File: src/rtl/enigma_pkg.sv
// Shared types and helpers for the Enigma rotor datapath.
//   ALPHA_DEFAULT / W_DEFAULT : default alphabet size and letter width
//   letter_t                  : letter encoding 1..ALPHA, 0 = invalid
//   sum_t                     : width used for modular sums
//   rotor_state_e             : rotor slot state (IDLE, LOAD, READY)
//   mod_add(a, b, m)          : (a + b) mod m with a single conditional
//                               subtract; valid only when a + b < 2*m
package enigma_pkg;

  localparam int ALPHA_DEFAULT = 26;
  localparam int W_DEFAULT     = $clog2(ALPHA_DEFAULT + 1);

  typedef logic [W_DEFAULT-1:0] letter_t;

  // Wide enough for a + b with any alphabet up to 127 letters.
  typedef logic [7:0] sum_t;

  typedef enum logic [1:0] {
    IDLE  = 2'd0,
    LOAD  = 2'd1,
    READY = 2'd2
  } rotor_state_e;

  function automatic sum_t mod_add(input sum_t a, input sum_t b, input sum_t m);
    sum_t s;
    s = a + b;
    if (s >= m) s = s - m;
    return s;
  endfunction

endpackage

File: src/rtl/enigma_rotor_table.sv
// rotor_table: forward and inverse wiring tables for one rotor slot.
// Entries are indexed 1..ALPHA; an entry of 0 means "not loaded".
// Optional macro ROTOR_PERM_CHECK_EN adds a "used" vector over load values
// and flags duplicate values or re-written indexes on 'dup'.
//   clk, rst_n          : clock, asynchronous active-low reset
//   clr                 : synchronous clear of both tables (and used vector)
//   we, widx, wval      : write fwd[widx] = wval and inv[wval] = widx
//   fwd_addr / fwd_data : combinational read of fwd (0 for out-of-range)
//   inv_addr / inv_data : combinational read of inv (0 for out-of-range)
//   dup                 : write would break the permutation (check build only)
module rotor_table
  import enigma_pkg::*;
#(
  parameter int ALPHA = ALPHA_DEFAULT,
  parameter int W     = $clog2(ALPHA + 1)
) (
  input  logic         clk,
  input  logic         rst_n,
  input  logic         clr,
  input  logic         we,
  input  logic [W-1:0] widx,
  input  logic [W-1:0] wval,
  input  logic [W-1:0] fwd_addr,
  output logic [W-1:0] fwd_data,
  input  logic [W-1:0] inv_addr,
  output logic [W-1:0] inv_data,
  output logic         dup
);

  localparam logic [W-1:0] ALPHA_L = W'(ALPHA);

  logic [W-1:0] fwd_mem [1:ALPHA];
  logic [W-1:0] inv_mem [1:ALPHA];

  always_ff @(posedge clk or negedge rst_n) begin
    if (!rst_n) begin
      for (int i = 1; i <= ALPHA; i++) begin
        fwd_mem[i] <= '0;
        inv_mem[i] <= '0;
      end
    end else if (clr) begin
      for (int i = 1; i <= ALPHA; i++) begin
        fwd_mem[i] <= '0;
        inv_mem[i] <= '0;
      end
    end else if (we) begin
      fwd_mem[widx] <= wval;
      inv_mem[wval] <= widx;
    end
  end

  always_comb begin
    fwd_data = '0;
    inv_data = '0;
    if (fwd_addr != '0 && fwd_addr <= ALPHA_L) fwd_data = fwd_mem[fwd_addr];
    if (inv_addr != '0 && inv_addr <= ALPHA_L) inv_data = inv_mem[inv_addr];
  end

`ifdef ROTOR_PERM_CHECK_EN
  logic [ALPHA:1] used;

  always_ff @(posedge clk or negedge rst_n) begin
    if (!rst_n)      used <= '0;
    else if (clr)    used <= '0;
    else if (we)     used[wval] <= 1'b1;
  end

  // A value seen before, or an index that already holds an entry.
  always_comb begin
    dup = 1'b0;
    if (wval != '0 && wval <= ALPHA_L && widx != '0 && widx <= ALPHA_L)
      dup = used[wval] | (fwd_mem[widx] != '0);
  end
`else
  assign dup = 1'b0;
`endif

endmodule

File: src/rtl/enigma_rotor_stage.sv
// enigma_rotor_stage: one programmable rotor slot. Holds a loadable wiring
// (forward table plus inverse built during the load), the rotor position,
// ring setting and notch, and translates letters in either direction with
// a one-cycle registered result. Optional macro ROTOR_PERM_CHECK_EN rejects
// load entries that would make the wiring non-bijective.
//   load_start/valid/idx/val, load_ready : wiring load port
//   cfg_we, cfg_pos/ring/notch           : position/ring/notch setup
//   step, carry_out, pos                 : stepping and notch carry
//   in_valid/dir/letter                  : translate request
//   out_valid/letter                     : registered result (0 on error)
//   ready, err                           : table complete, sticky error
//   dbg_state                            : current FSM state
// Handshake: a load entry transfers on a cycle with load_valid && load_ready;
// load_ready depends only on state, never on load_valid.
module enigma_rotor_stage
  import enigma_pkg::*;
#(
  parameter int ALPHA = ALPHA_DEFAULT,
  parameter int W     = $clog2(ALPHA + 1)
) (
  input  logic         clk,
  input  logic         rst_n,
  input  logic         load_start,
  input  logic         load_valid,
  input  logic [W-1:0] load_idx,
  input  logic [W-1:0] load_val,
  output logic         load_ready,
  input  logic         cfg_we,
  input  logic [W-1:0] cfg_pos,
  input  logic [W-1:0] cfg_ring,
  input  logic [W-1:0] cfg_notch,
  input  logic         step,
  output logic         carry_out,
  input  logic         in_valid,
  input  logic         in_dir,
  input  logic [W-1:0] in_letter,
  output logic         out_valid,
  output logic [W-1:0] out_letter,
  output logic         ready,
  output logic         err,
  output logic [W-1:0] pos,
  output rotor_state_e dbg_state
);

  localparam logic [W-1:0] ALPHA_L  = W'(ALPHA);
  localparam logic [W-1:0] ALPHA_M1 = W'(ALPHA - 1);
  localparam logic [W-1:0] ONE_L    = W'(1);
  localparam sum_t         A_S      = sum_t'(ALPHA);
  localparam sum_t         ONE_S    = sum_t'(1);

  rotor_state_e state, state_d;
  logic [W-1:0] cnt;
  logic [W-1:0] pos_q, ring_q, notch_q, off_q;
  logic [W-1:0] pos_d, ring_d, notch_d, off_d;
  logic         carry_d, carry_q;
  logic         err_q, out_valid_q;
  logic [W-1:0] out_letter_q;

  // Load write qualification; load_start always drops a same-cycle write.
  logic         wr_req, idx_ok, val_ok, dup, wr_en, wr_bad;
  assign wr_req = load_valid && load_ready && !load_start;
  assign idx_ok = (load_idx != '0) && (load_idx <= ALPHA_L);
  assign val_ok = (load_val != '0) && (load_val <= ALPHA_L);
  assign wr_en  = wr_req && idx_ok && val_ok && !dup;
  assign wr_bad = wr_req && !(idx_ok && val_ok && !dup);

  // Translation datapath, all evaluated at the issue cycle.
  logic         in_ok, tr_err;
  sum_t         m_s, o_s;
  logic [W-1:0] rd_addr, fwd_data, inv_data, w;
  assign in_ok   = (in_letter != '0) && (in_letter <= ALPHA_L);
  assign m_s     = mod_add(sum_t'(in_letter) - ONE_S, sum_t'(off_q), A_S);
  assign rd_addr = W'(m_s + ONE_S);
  assign w       = in_dir ? inv_data : fwd_data;
  assign o_s     = mod_add(sum_t'(w) - ONE_S, A_S - sum_t'(off_q), A_S) + ONE_S;
  assign tr_err  = in_valid && (!in_ok || state != READY || w == '0);

  rotor_table #(.ALPHA(ALPHA), .W(W)) u_table (
    .clk      (clk),
    .rst_n    (rst_n),
    .clr      (load_start),
    .we       (wr_en),
    .widx     (load_idx),
    .wval     (load_val),
    .fwd_addr (rd_addr),
    .fwd_data (fwd_data),
    .inv_addr (rd_addr),
    .inv_data (inv_data),
    .dup      (dup)
  );

  // FSM: state register
  always_ff @(posedge clk or negedge rst_n) begin
    if (!rst_n) state <= IDLE;
    else        state <= state_d;
  end

  // FSM: next state
  always_comb begin
    state_d = state;
    if (load_start)
      state_d = LOAD;
    else if (state == LOAD && wr_en && cnt == ALPHA_M1)
      state_d = READY;
  end

  // FSM: outputs
  always_comb begin
    load_ready = (state == LOAD);
    ready      = (state == READY);
    dbg_state  = state;
  end

  // Position/ring/notch next values. cfg_we wins over step and never carries.
  always_comb begin
    pos_d   = pos_q;
    ring_d  = ring_q;
    notch_d = notch_q;
    if (cfg_we) begin
      pos_d   = cfg_pos;
      ring_d  = cfg_ring;
      notch_d = cfg_notch;
    end else if (step) begin
      pos_d = (pos_q == ALPHA_L) ? ONE_L : pos_q + ONE_L;
    end
    carry_d = step && !cfg_we && (pos_q == notch_q);
    // off = (pos - ring) mod ALPHA, written as pos + (ALPHA - ring).
    off_d   = W'(mod_add(sum_t'(pos_d), A_S - sum_t'(ring_d), A_S));
  end

  always_ff @(posedge clk or negedge rst_n) begin
    if (!rst_n) begin
      cnt          <= '0;
      pos_q        <= ONE_L;
      ring_q       <= ONE_L;
      notch_q      <= ALPHA_L;
      off_q        <= '0;
      carry_q      <= 1'b0;
      err_q        <= 1'b0;
      out_valid_q  <= 1'b0;
      out_letter_q <= '0;
    end else begin
      if (load_start) cnt <= '0;
      else if (wr_en) cnt <= cnt + ONE_L;
      pos_q        <= pos_d;
      ring_q       <= ring_d;
      notch_q      <= notch_d;
      off_q        <= off_d;
      carry_q      <= carry_d;
      err_q        <= load_start ? 1'b0 : (err_q | wr_bad | tr_err);
      out_valid_q  <= in_valid;
      out_letter_q <= (in_valid && !tr_err) ? W'(o_s) : '0;
    end
  end

  assign carry_out  = carry_q;
  assign err        = err_q;
  assign out_valid  = out_valid_q;
  assign out_letter = out_letter_q;
  assign pos        = pos_q;

endmodule

File: config.mk
export PLATFORM = sky130hd
export DESIGN_NAME = enigma_rotor_stage
export DESIGN_NICKNAME = d
export VERILOG_FILES = /design/src/rtl/enigma_pkg.sv /design/src/rtl/enigma_rotor_table.sv /design/src/rtl/enigma_rotor_stage.sv
export SDC_FILE = /design/constraint.sdc
export NUM_CORES = 1
export LEC_CHECK = 0
export ABC_CLOCK_PERIOD_IN_PS = 7200
export BUFFER_PORTS_ARGS = -buffer_cell sky130_fd_sc_hd__clkbuf_2
export CAP_MARGIN = 30
export CORE_AREA = 2 2 205 207
export DETAILED_ROUTE_END_ITERATION = 7
export DIE_AREA = 0 0 207 209
export GPL_TIMING_DRIVEN = 0
export PLACE_DENSITY_LB_ADDON = 0.1
export SETUP_SLACK_MARGIN = 0.05
export SYNTH_ARGS = -nofsm -noshare
export SYNTH_HDL_FRONTEND = slang
export SYNTH_SLANG_ARGS = --single-unit
File: constraint.sdc
create_clock -name clk -period 7.2 [get_ports clk]
set_input_delay 0 -clock clk [delete_from_list [all_inputs] [get_ports clk]]
set_output_delay 0 -clock clk [all_outputs]
set_load 0.05 [all_outputs]
==> results of run 1 <==
## layout make-up
| cell class | count | area share [%] |
|---|---|---|
| multi-input combinational | 1313 | 43.7 |
| sequential | 295 | 38.6 |
| clock buffer | 52 | 5.49 |
| timing repair buffer | 100 | 4.35 |
| tap | 539 | 3.52 |
| buffer | 146 | 3.27 |
| clock inverter | 12 | 0.555 |
| inverter | 26 | 0.510 |
## metrics by stage
stage / setup TNS [ns] / area (um^2) / std cells / power (mW) / hold WS [ns]
detailed placement: -10.43 / 17500 / 2386 / 7.49 / -0.0446
global placement: -202.00 / 17200 / 2374 / 7.21 / 0.158
finish: 0 / 19200 / 2483 / 9.95 / 0.0445
floorplan: 0 / 16300 / 1782 / 5.63 / -0.296
global route: 0 / 19200 / 2483 / 10.6 / 0.0625
CTS: 0 / 19000 / 2478 / 9.59 / 0.0370
## cell usage in the layout, fill, tap and decap left out, types with 17 or more instances in the layout
master,Yosys,layout
nand2_1,333,331
dfrtp_1,290,288
a21oi_1,259,255
nand3_1,251,251
clkbuf_1,117,111
mux2i_1,60,58
nor2_1,61,58
clkbuf_2,0,58
mux4_2,51,51
clkbuf_16,0,36
o21ai_0,35,30
ha_1,33,29
inv_1,26,26
dlygate4sd3_1,0,23
buf_1,24,22
mux2_2,22,22
xor2_1,21,19
xnor2_1,19,17
## what timing repair did
action | 4_1_cts | 5_1_grt
hold buffers | 24 | 0
hold endpoints to repair | 243 | 0
setup endpoints to repair | 6 | 4
resized for setup | 31 | 41
pin swaps | 3 | 6
buffers inserted | 4 | 7
## registers in the layout (all words and copies together) (netlist names)
name	count
u_table.fwd_mem	130
dbg_state	2
cnt	5
pos	5
off_q	5
u_table.inv_mem	130
out_valid	1
err	1
ring_q	5
out_letter	5
carry_out	1
notch_q	5
## layer usage
layer	global-route usage (%)	wire length (um)	vias to the layer above
met5	0	0	-
li1	-	-	6556
met2	43.7	27400	509
met1	36.7	24900	7258
met3	4.60	3720	96
met4	9.21	1770	0
## kinds of logic (layout without fill, tap and decap cells)
group | after synthesis | in the layout | synth area share, %
AND/OR/NAND/NOR | 732 | 732 | 20.3
AO/OA/AOI/OAI | 370 | 370 | 12.8
flip-flops | 295 | 295 | 45.4
buffers and inverters | 174 | 336 | 4.06
multiplexers | 135 | 135 | 12.4
XOR/XNOR | 40 | 40 | 2.15
adder cells (fa/ha/maj) | 36 | 36 | 2.90
## power breakdown
part | total, mW | internal (mW) | switching, mW
sequential | 1.73 | 1.69 | 0.0365
clock | 1.80 | 1.05 | 0.741
combinational | 6.43 | 2.57 | 3.86
total | 9.95 | 5.31 | 4.63
## worst max-delay path: cells and delay by family (launching register included)
kind,cells,cell delay (ns)
XOR/XNOR,3,0.43
multiplexers,4,1.17
flip-flops,1,0.45
AO/OA/AOI/OAI,9,1.62
adder cells (fa/ha/maj),5,1.37
buffers and inverters,5,0.77
AND/OR/NAND/NOR,5,0.89
## worst paths after layout
path / slack [ns] / depth (start not counted) / end
setup / recovery: 0.37 / 31 / out_letter[4]
hold / removal: 0.04 / 3 / out_letter[0]
setup reg to reg: 0.37 / 31 / out_letter[4]
hold reg to reg: 0.52 / 2 / u_table.inv_mem[38]
max in group asynchronous: 6.35 / 4 / u_table.inv_mem[93]
min in group clk: 0.08 / 3 / cnt[1]
==> results.py, run 1 <==
metrics = {
    "synth": {
        "synth.distinct_cells": 62,
        "synthTopCellsByCount": "nand2_1 (333), dfrtp_1 (290), a21oi_1 (259), nand3_1 (251), clkbuf_1 (117)",
        "synth_area_leaders": "dfrtp_1 (45%), a21oi_1 (8.0%), nand3_1 (7.7%)",
        "netlist_instances": 1782,
        "synth_edf_count": 0,
        "syn_area_per_cell_um2": 9.14,
        "yosysTopAreaCellShare_pct": 44.6,
        "synth_warnings": 0,
        "synth_ff_type": "dfrtp_1",
        "synth_area_mm2": 0.0163,
        "synth-async-reset-ratio_pct": 100,
        "yosysSeqAreaShare_pct": 45.4,
        "synth_seq_cells": 295,
        "synth_most_common_cell": "nand2_1",
        "yosys.area.top_type": "dfrtp_1",
        "syn-num-nets": 1856,
    },
    "die": {
        "start_util_pct": 39.4,
        "die_area_mm2": 0.0433,
        "rows": 75,
        "fp.dieH_um": 209,
        "ioPinCount": 55,
        "coreArea_mm2": 0.0413,
        "fp.dieW_um": 207,
    },
    "placement": {
        "numPortBuffers": 53,
        "gp_congestion": 0.875,
        "dpl.hpwl_mm": 40.7,
        "place_ws_ns": -2.43,
    },
    "timing": {
        "finalHoldViolCount": 0,
        "rsz0062_at_grt": "false",
        "layout_min_cycle_time_ns": 6.83,
        "fmax_mhz": 146,
        "setup_ws_ns": 0.367,
        "max_slew_margin_pct": 39.7,
        "setup_violations": 0,
        "clock_skew_ns": 0.0205,
        "tightest_slew_ns": 0.903,
        "min_period_over_period_pct": 94.9,
        "maxSlewViolCount": 0,
    },
    "clock_tree": {
        "path_clk_slew_ns": 0.06,
        "cts.sinks": 295,
        "clk_path_buf_depth": 3,
        "cts_buffers": 36,
        "clk_latency_ns": 0.56,
        "cts_max_level": 2,
        "root_buffer": "clkbuf_16",
        "tritoncts": "built",
    },
    "detailed_routing": {
        "wl_per_cell_um": 23.3,
        "ant_nets": 0,
        "drt_pass1_iterations": 6,
        "viasPerCell": 5.81,
        "route.vias.total": 14400,
        "route.final.wire_length_mm": 57.9,
        "drtIter0Drc": 1241,
        "post-route-drc-count": 0,
    },
    "worst_setup_path": {
        "worstSetupEndpointType": "flop",
        "startpoint_type": "flop",
        "path_class": "flop to flop",
        "r2r-start": "off_q[2]",
        "cp_slowest_stage_delay_ns": 0.52,
        "arrival_ns": 7.26,
        "crit_start": "off_q[2]",
        "cp_slowest_cell": "mux4_2",
        "cp.required_ns": 7.63,
        "worstPathMaxFanout": 8,
    },
    "global_routing": {
        "grt_max_degree": 107,
        "grt_pass1_wl_mm": 89.6,
        "grt_pass1_vias": 14400,
        "gr-total-overflow": 0,
        "grt_usage_pct": 27.0,
        "antenna_found_initial": 0,
    },
    "power_and_ir_drop": {
        "ir_drop_mv": 0.519,
        "static-leakage-power_nw": 7.93,
        "p_per_area_mw_per_mm2": 519,
    },
    "cells_and_area": {
        "n_antenna_cell": 0,
        "drive_gt1_share_pct": 13.8,
        "synthToLayoutAreaGrowth_pct": 17.6,
        "fill_cells": 4022,
        "fin_nets": 1992,
        "seq_area_mm2": 0.00739,
        "finalCoreUtilization_pct": 46.4,
        "multi_input_area_mm2": 0.00837,
    },
    "outcome": {
        "status": "completed",
    },
    "job": {
        "maxCapViolCount": 0,
    },
    "min_path": {
        "hold_class": "input pin to asynchronous set/reset pin",
    },
}
Note: power is estimated with default switching activity, not from simulation.
==> inputs of run 2 (changes only) <==
--- a/config.mk
+++ b/config.mk
@@ -12,6 +12,7 @@
 export DETAILED_ROUTE_END_ITERATION = 7
 export DIE_AREA = 0 0 207 209
 export GPL_TIMING_DRIVEN = 0
+export MAX_ROUTING_LAYER = met4
 export PLACE_DENSITY_LB_ADDON = 0.1
 export SETUP_SLACK_MARGIN = 0.05
 export SYNTH_ARGS = -nofsm -noshare
==> run 2 against run 1 <==
  * Critical path depth increased by 2
  * Via count is 0.20% higher
  * Highest routed layer unchanged
  * Hold slack better by 0.018 ns
  * Flip-flop and latch count did not move
  * Non-clock buffer count increased by 6
==> results.py, run 2 (synthesized netlist as in run 1, its figures left out) <==
metrics = {
    "outcome": {
        "status": "completed",
    },
    "timing": {
        "fmax_mhz": 145,
        "finalHoldViolCount": 0,
        "min_period_over_period_pct": 95.9,
        "layout_min_cycle_time_ns": 6.90,
        "maxSlewViolCount": 0,
        "setup_violations": 0,
        "max_slew_margin_pct": 28.9,
        "setup_ws_ns": 0.295,
        "rsz0062_at_grt": "false",
        "clock_skew_ns": 0.0141,
        "tns_ns": 0,
        "tightest_slew_ns": 1.06,
    },
    "placement": {
        "gp_congestion": 0.909,
        "place_ws_ns": -2.25,
        "dpl.hpwl_mm": 40.6,
        "numPortBuffers": 53,
    },
    "clock_tree": {
        "clk_path_buf_depth": 3,
        "root_buffer": "clkbuf_16",
        "path_clk_slew_ns": 0.06,
        "cts.sinks": 295,
        "cts_buffers": 36,
        "cts_max_level": 2,
        "tritoncts": "built",
        "clk_latency_ns": 0.53,
    },
    "global_routing": {
        "grt_util_met1_pct": 37.6,
        "grt.met3_usage_pct": 3.50,
        "grt_pass1_wl_mm": 89.7,
        "grt_max_degree": 108,
        "grt_usage_pct": 27.8,
        "antenna_found_initial": 0,
        "top_usage_layer": "met2",
        "use_met2_pct": 43.8,
        "grt_pass1_vias": 14300,
        "gr-total-overflow": 0,
    },
    "min_path": {
        "hold_class": "input pin to asynchronous set/reset pin",
    },
    "worst_setup_path": {
        "worstPathMaxFanout": 8,
        "cp_slowest_stage_delay_ns": 0.45,
        "path_class": "flop to flop",
        "startpoint_type": "flop",
        "arrival_ns": 7.33,
        "cp.required_ns": 7.62,
        "worstSetupEndpointType": "flop",
        "cp_slowest_cell": "dfrtp_2",
    },
    "job": {
        "maxCapViolCount": 0,
    },
    "detailed_routing": {
        "drtIter0Drc": 1528,
        "ant_nets": 0,
        "route.final.wire_length_mm": 58.3,
        "viasPerCell": 5.81,
        "post-route-drc-count": 0,
        "wl_per_cell_um": 23.4,
        "route.vias.total": 14400,
        "drt_pass1_iterations": 8,
    },
    "die": {
        "ioPinCount": 55,
        "fp.dieW_um": 207,
        "rows": 75,
        "start_util_pct": 39.4,
        "coreArea_mm2": 0.0413,
        "die_area_mm2": 0.0433,
        "fp.dieH_um": 209,
    },
    "power_and_ir_drop": {
        "ir_drop_mv": 0.613,
        "comb_power_share_pct": 66.4,
        "p_clk_share_pct": 17.2,
        "power.switching_mw": 4.88,
        "power_frac_seq_pct": 16.4,
        "p_int_mw": 5.64,
        "swShare_pct": 46.4,
        "static-leakage-power_nw": 7.95,
        "p_per_area_mw_per_mm2": 548,
    },
    "cells_and_area": {
        "synthToLayoutAreaGrowth_pct": 18.0,
        "final_cell_mix": "nand2_1 (332), dfrtp_1 (288), a21oi_1 (254)",
        "final_common_cell": "nand2_1",
        "fill_cells": 4030,
        "n_antenna_cell": 0,
        "fin_nets": 1998,
        "drive_gt1_share_pct": 14.0,
        "largest_registers": "u_table.fwd_mem (130), u_table.inv_mem (130)",
    },
}
## run 2: final cells by class
type                            instances  area, um^2  share of cell area (%)
Sequential cell                       295        7390                    38.5
Clock buffer                           53        1050                    5.45
Inverter                               26        97.6                   0.508
Buffer                                146         622                    3.24
Clock inverter                          9        97.6                   0.508
Timing Repair Buffer                  106         853                    4.44
Multi-Input combinational cell       1313        8430                    43.9
Tap cell                              539         674                    3.51
## run 2: final timing paths
kind	from	end	slack, ns	cells after the start
max in group asynchronous	rst_n	u_table.inv_mem[92]	6.01	3
worst min-delay path	rst_n	out_letter[3]	0.06	2
worst min register to register	u_table.inv_mem[36]	u_table.inv_mem[36]	0.52	2
worst max-delay path	off_q[3]	out_letter[4]	0.30	33
worst max register to register	off_q[3]	out_letter[4]	0.30	33
min in group clk	load_start	cnt[1]	0.11	3
## run 2: power groups by stage
stage	clock network, mW	logic (mW)	registers, mW
after floorplan	0	3.87	1.76
after CTS	1.84	6.25	1.73
final	1.81	6.98	1.73
after global routing	1.90	7.52	1.73
after global placement	0	5.49	1.76
after detailed placement	0	5.85	1.76
## run 2: layer usage
| layer | vias up | routed length, um | share of wire, % |
|---|---|---|---|
| met5 | - | 0 | 0 |
| met4 | 0 | 1770 | 3.0 |
| met3 | 107 | 3480 | 6.0 |
| met2 | 518 | 27800 | 48 |
| met1 | 7244 | 25300 | 43 |
| li1 | 6579 | - | - |
## run 2: repair_timing
item                                   CTS  global route
hold buffers                            23             0
pin swaps                                4            13
gates resized for setup                 32            47
setup buffers                            4            13
endpoints found under the hold margin  111             0
setup endpoints to repair                6             4
## run 2: stage by stage
stage               total power [mW]  instance area, um^2  hold slack (ns)  cells  util, %
finish                          10.5                19200           0.0629   2487     46.5
global route                    11.2                19200            0.117   2487     46.5
CTS                             9.82                19000           0.0848   2476     45.9
detailed placement              7.61                17400            0.123   2387     42.2
global placement                7.25                17200            0.158   2374     41.7
floorplan                       5.63                16300           -0.296   1782        -
## run 2: worst max-delay path, delay by kind of cell (launching register included)
| kind | cells | cell delay, ns |
|---|---|---|
| XOR/XNOR | 4 | 0.62 |
| multiplexers | 1 | 0.27 |
| adder cells (fa/ha/maj) | 5 | 1.31 |
| flip-flops | 1 | 0.45 |
| AND/OR/NAND/NOR | 7 | 1.26 |
| AO/OA/AOI/OAI | 7 | 1.51 |
| buffers and inverters | 9 | 1.34 |
==> inputs of run 3 (changes only) <==
--- a/config.mk
+++ b/config.mk
@@ -13,8 +13,7 @@
 export DIE_AREA = 0 0 207 209
 export GPL_TIMING_DRIVEN = 0
 export MAX_ROUTING_LAYER = met4
-export PLACE_DENSITY_LB_ADDON = 0.1
-export SETUP_SLACK_MARGIN = 0.05
+export PLACE_DENSITY = 0.59
 export SYNTH_ARGS = -nofsm -noshare
 export SYNTH_HDL_FRONTEND = slang
 export SYNTH_SLANG_ARGS = --single-unit
==> run 3 against run 2 <==
  * Critical path depth decreased by 2
  * Wire length fell by 5.3%
  * Hold slack worse by 0.026 ns
  * Register-to-register slack improved by 0.06 ns
  * Via count increased by 0.37%
  * Combinational power shrank 9.0%
  * Core utilization fell by 0.59 points
  * Critical path type unchanged
  * Largest cell class unchanged
==> results.py, run 3 (synthesized netlist as in run 1, its figures left out) <==
metrics = {
    "detailed_routing": {
        "drt_pass1_iterations": 6,
        "ant_nets": 0,
        "viasPerCell": 5.87,
        "post-route-drc-count": 0,
        "route.final.wire_length_mm": 55.2,
        "wl_per_cell_um": 22.4,
        "drtIter0Drc": 1767,
        "route.vias.total": 14500,
    },
    "timing": {
        "setup_violations": 0,
        "min_period_over_period_pct": 95.1,
        "tns_ns": 0,
        "max_slew_margin_pct": 29.5,
        "fmax_mhz": 146,
        "clock_skew_ns": 0.0177,
        "finalHoldViolCount": 0,
        "setup_ws_ns": 0.354,
        "tightest_slew_ns": 1.05,
        "layout_min_cycle_time_ns": 6.85,
        "maxSlewViolCount": 0,
    },
    "worst_setup_path": {
        "path_class": "flop to flop",
        "path_buf_inv": 7,
        "startpoint_type": "flop",
        "cp_slowest_cell": "fa_2",
        "r2r_cells": 31,
        "worstSetupPathDepth": 31,
        "worstSetupEndpointType": "flop",
        "crit_family": "adder cells",
        "cp_slowest_stage_delay_ns": 0.63,
        "worstPathMaxFanout": 10,
        "cp.required_ns": 7.61,
        "arrival_ns": 7.26,
        "crit_top_cell": "ha_1",
        "reg2reg_slack_ns": 0.35,
    },
    "power_and_ir_drop": {
        "static-leakage-power_nw": 7.80,
        "p_per_area_mw_per_mm2": 517,
        "ir_drop_mv": 0.784,
    },
    "clock_tree": {
        "cts_buffers": 35,
        "clk_latency_ns": 0.53,
        "tritoncts": "built",
        "cts_max_level": 2,
        "path_clk_slew_ns": 0.06,
        "clk_path_buf_depth": 3,
        "cts.sinks": 295,
        "root_buffer": "clkbuf_16",
    },
    "die": {
        "start_util_pct": 39.4,
        "fp.dieH_um": 209,
        "coreArea_mm2": 0.0413,
        "ioPinCount": 55,
        "die_area_mm2": 0.0433,
        "fp.dieW_um": 207,
        "rows": 75,
    },
    "placement": {
        "gp_congestion": 0.942,
        "dpl-instance-area_mm2": 0.0174,
        "place_ws_ns": -2.20,
        "dpl.hpwl_mm": 38.6,
        "dp_cells": 2386,
        "numPortBuffers": 53,
    },
    "global_routing": {
        "grt_max_degree": 106,
        "grt_usage_pct": 26.2,
        "grt_pass1_vias": 14300,
        "grt_pass1_wl_mm": 84.8,
        "antenna_found_initial": 1,
        "gr-total-overflow": 0,
    },
    "cells_and_area": {
        "fin_nets": 1982,
        "largest_registers": "u_table.fwd_mem (130), u_table.inv_mem (130)",
        "final_common_cell": "nand2_1",
        "final_cell_mix": "nand2_1 (332), dfrtp_1 (289), a21oi_1 (256)",
        "final_cells": 2470,
        "fin_area_mm2": 0.0190,
        "drive_gt1_share_pct": 12.4,
        "synthToLayoutAreaGrowth_pct": 16.5,
        "finalCoreUtilization_pct": 45.9,
    },
    "min_path": {
        "min_path_cells": 4,
        "hold_class": "input pin to flop",
    },
    "outcome": {
        "status": "completed",
    },
    "job": {
        "maxCapViolCount": 0,
    },
}
[run 3: path summary, 6_finish.rpt]
path,start,endpoint
max,off_q[0],out_letter[3]
min,load_idx[3],u_table.fwd_mem[124]
max reg2reg,off_q[0],out_letter[3]
min reg2reg,u_table.inv_mem[91],u_table.inv_mem[91]
max in group asynchronous,rst_n,u_table.inv_mem[97]
min in group asynchronous,rst_n,u_table.fwd_mem[7]
[run 3: cell type report]
cell class                      count  area [um^2]
Sequential cell                   295         7390
Clock buffer                       55         1040
Buffer                            146          608
Multi-Input combinational cell   1313         8360
Antenna cell                        2         5.00
Inverter                           26         97.6
Clock inverter                      3         42.5
Timing Repair Buffer               91          742
Tap cell                          539          674
Fill cell                        3959        22300
[run 3: per-stage QoR]
| step | power [mW] | hold slack [ns] |
|---|---|---|
| after global placement | 7.12 | 0.143 |
| after global routing | 10.4 | 0.0761 |
| after CTS | 9.44 | 0.0158 |
| after floorplan | 5.63 | -0.296 |
| after detailed placement | 7.41 | -0.0596 |
| final | 9.80 | 0.0367 |
[run 3: metal layers]
| metal | GRT usage, % | part of all wire [%] | wire (um) | vias to the layer above |
|---|---|---|---|---|
| met5 | - | 0 | 0 | - |
| met4 | 10.1 | 3.8 | 2100 | 0 |
| met3 | 4.72 | 8.1 | 4450 | 128 |
| met2 | 40.1 | 46 | 25500 | 653 |
| met1 | 34.6 | 42 | 23200 | 7195 |
| li1 | - | - | - | 6526 |
[run 3: repair_timing]
| item | 4_1_cts | 5_1_grt |
|---|---|---|
| hold buffers | 22 | 0 |
| endpoints found under the hold margin | 314 | 0 |
| setup endpoints to repair | 6 | 4 |
| buffers inserted | 3 | 2 |
| gates resized for setup | 27 | 31 |
| pin swaps | 4 | 5 |
[run 3: where the power goes]
part	internal, mW	switching (mW)
sequential	1.69	0.0350
combinational	2.44	3.91
clock	1.02	0.699
total	5.15	4.64
[run 3: worst reg2reg max path, delay by kind of cell, from the launching register on]
family,cells,cell delay (ns)
adder cells (fa/ha/maj),5,1.69
AO/OA/AOI/OAI,11,1.68
buffers and inverters,7,1.27
AND/OR/NAND/NOR,4,0.73
multiplexers,2,0.63
flip-flops,1,0.44
XOR/XNOR,2,0.31
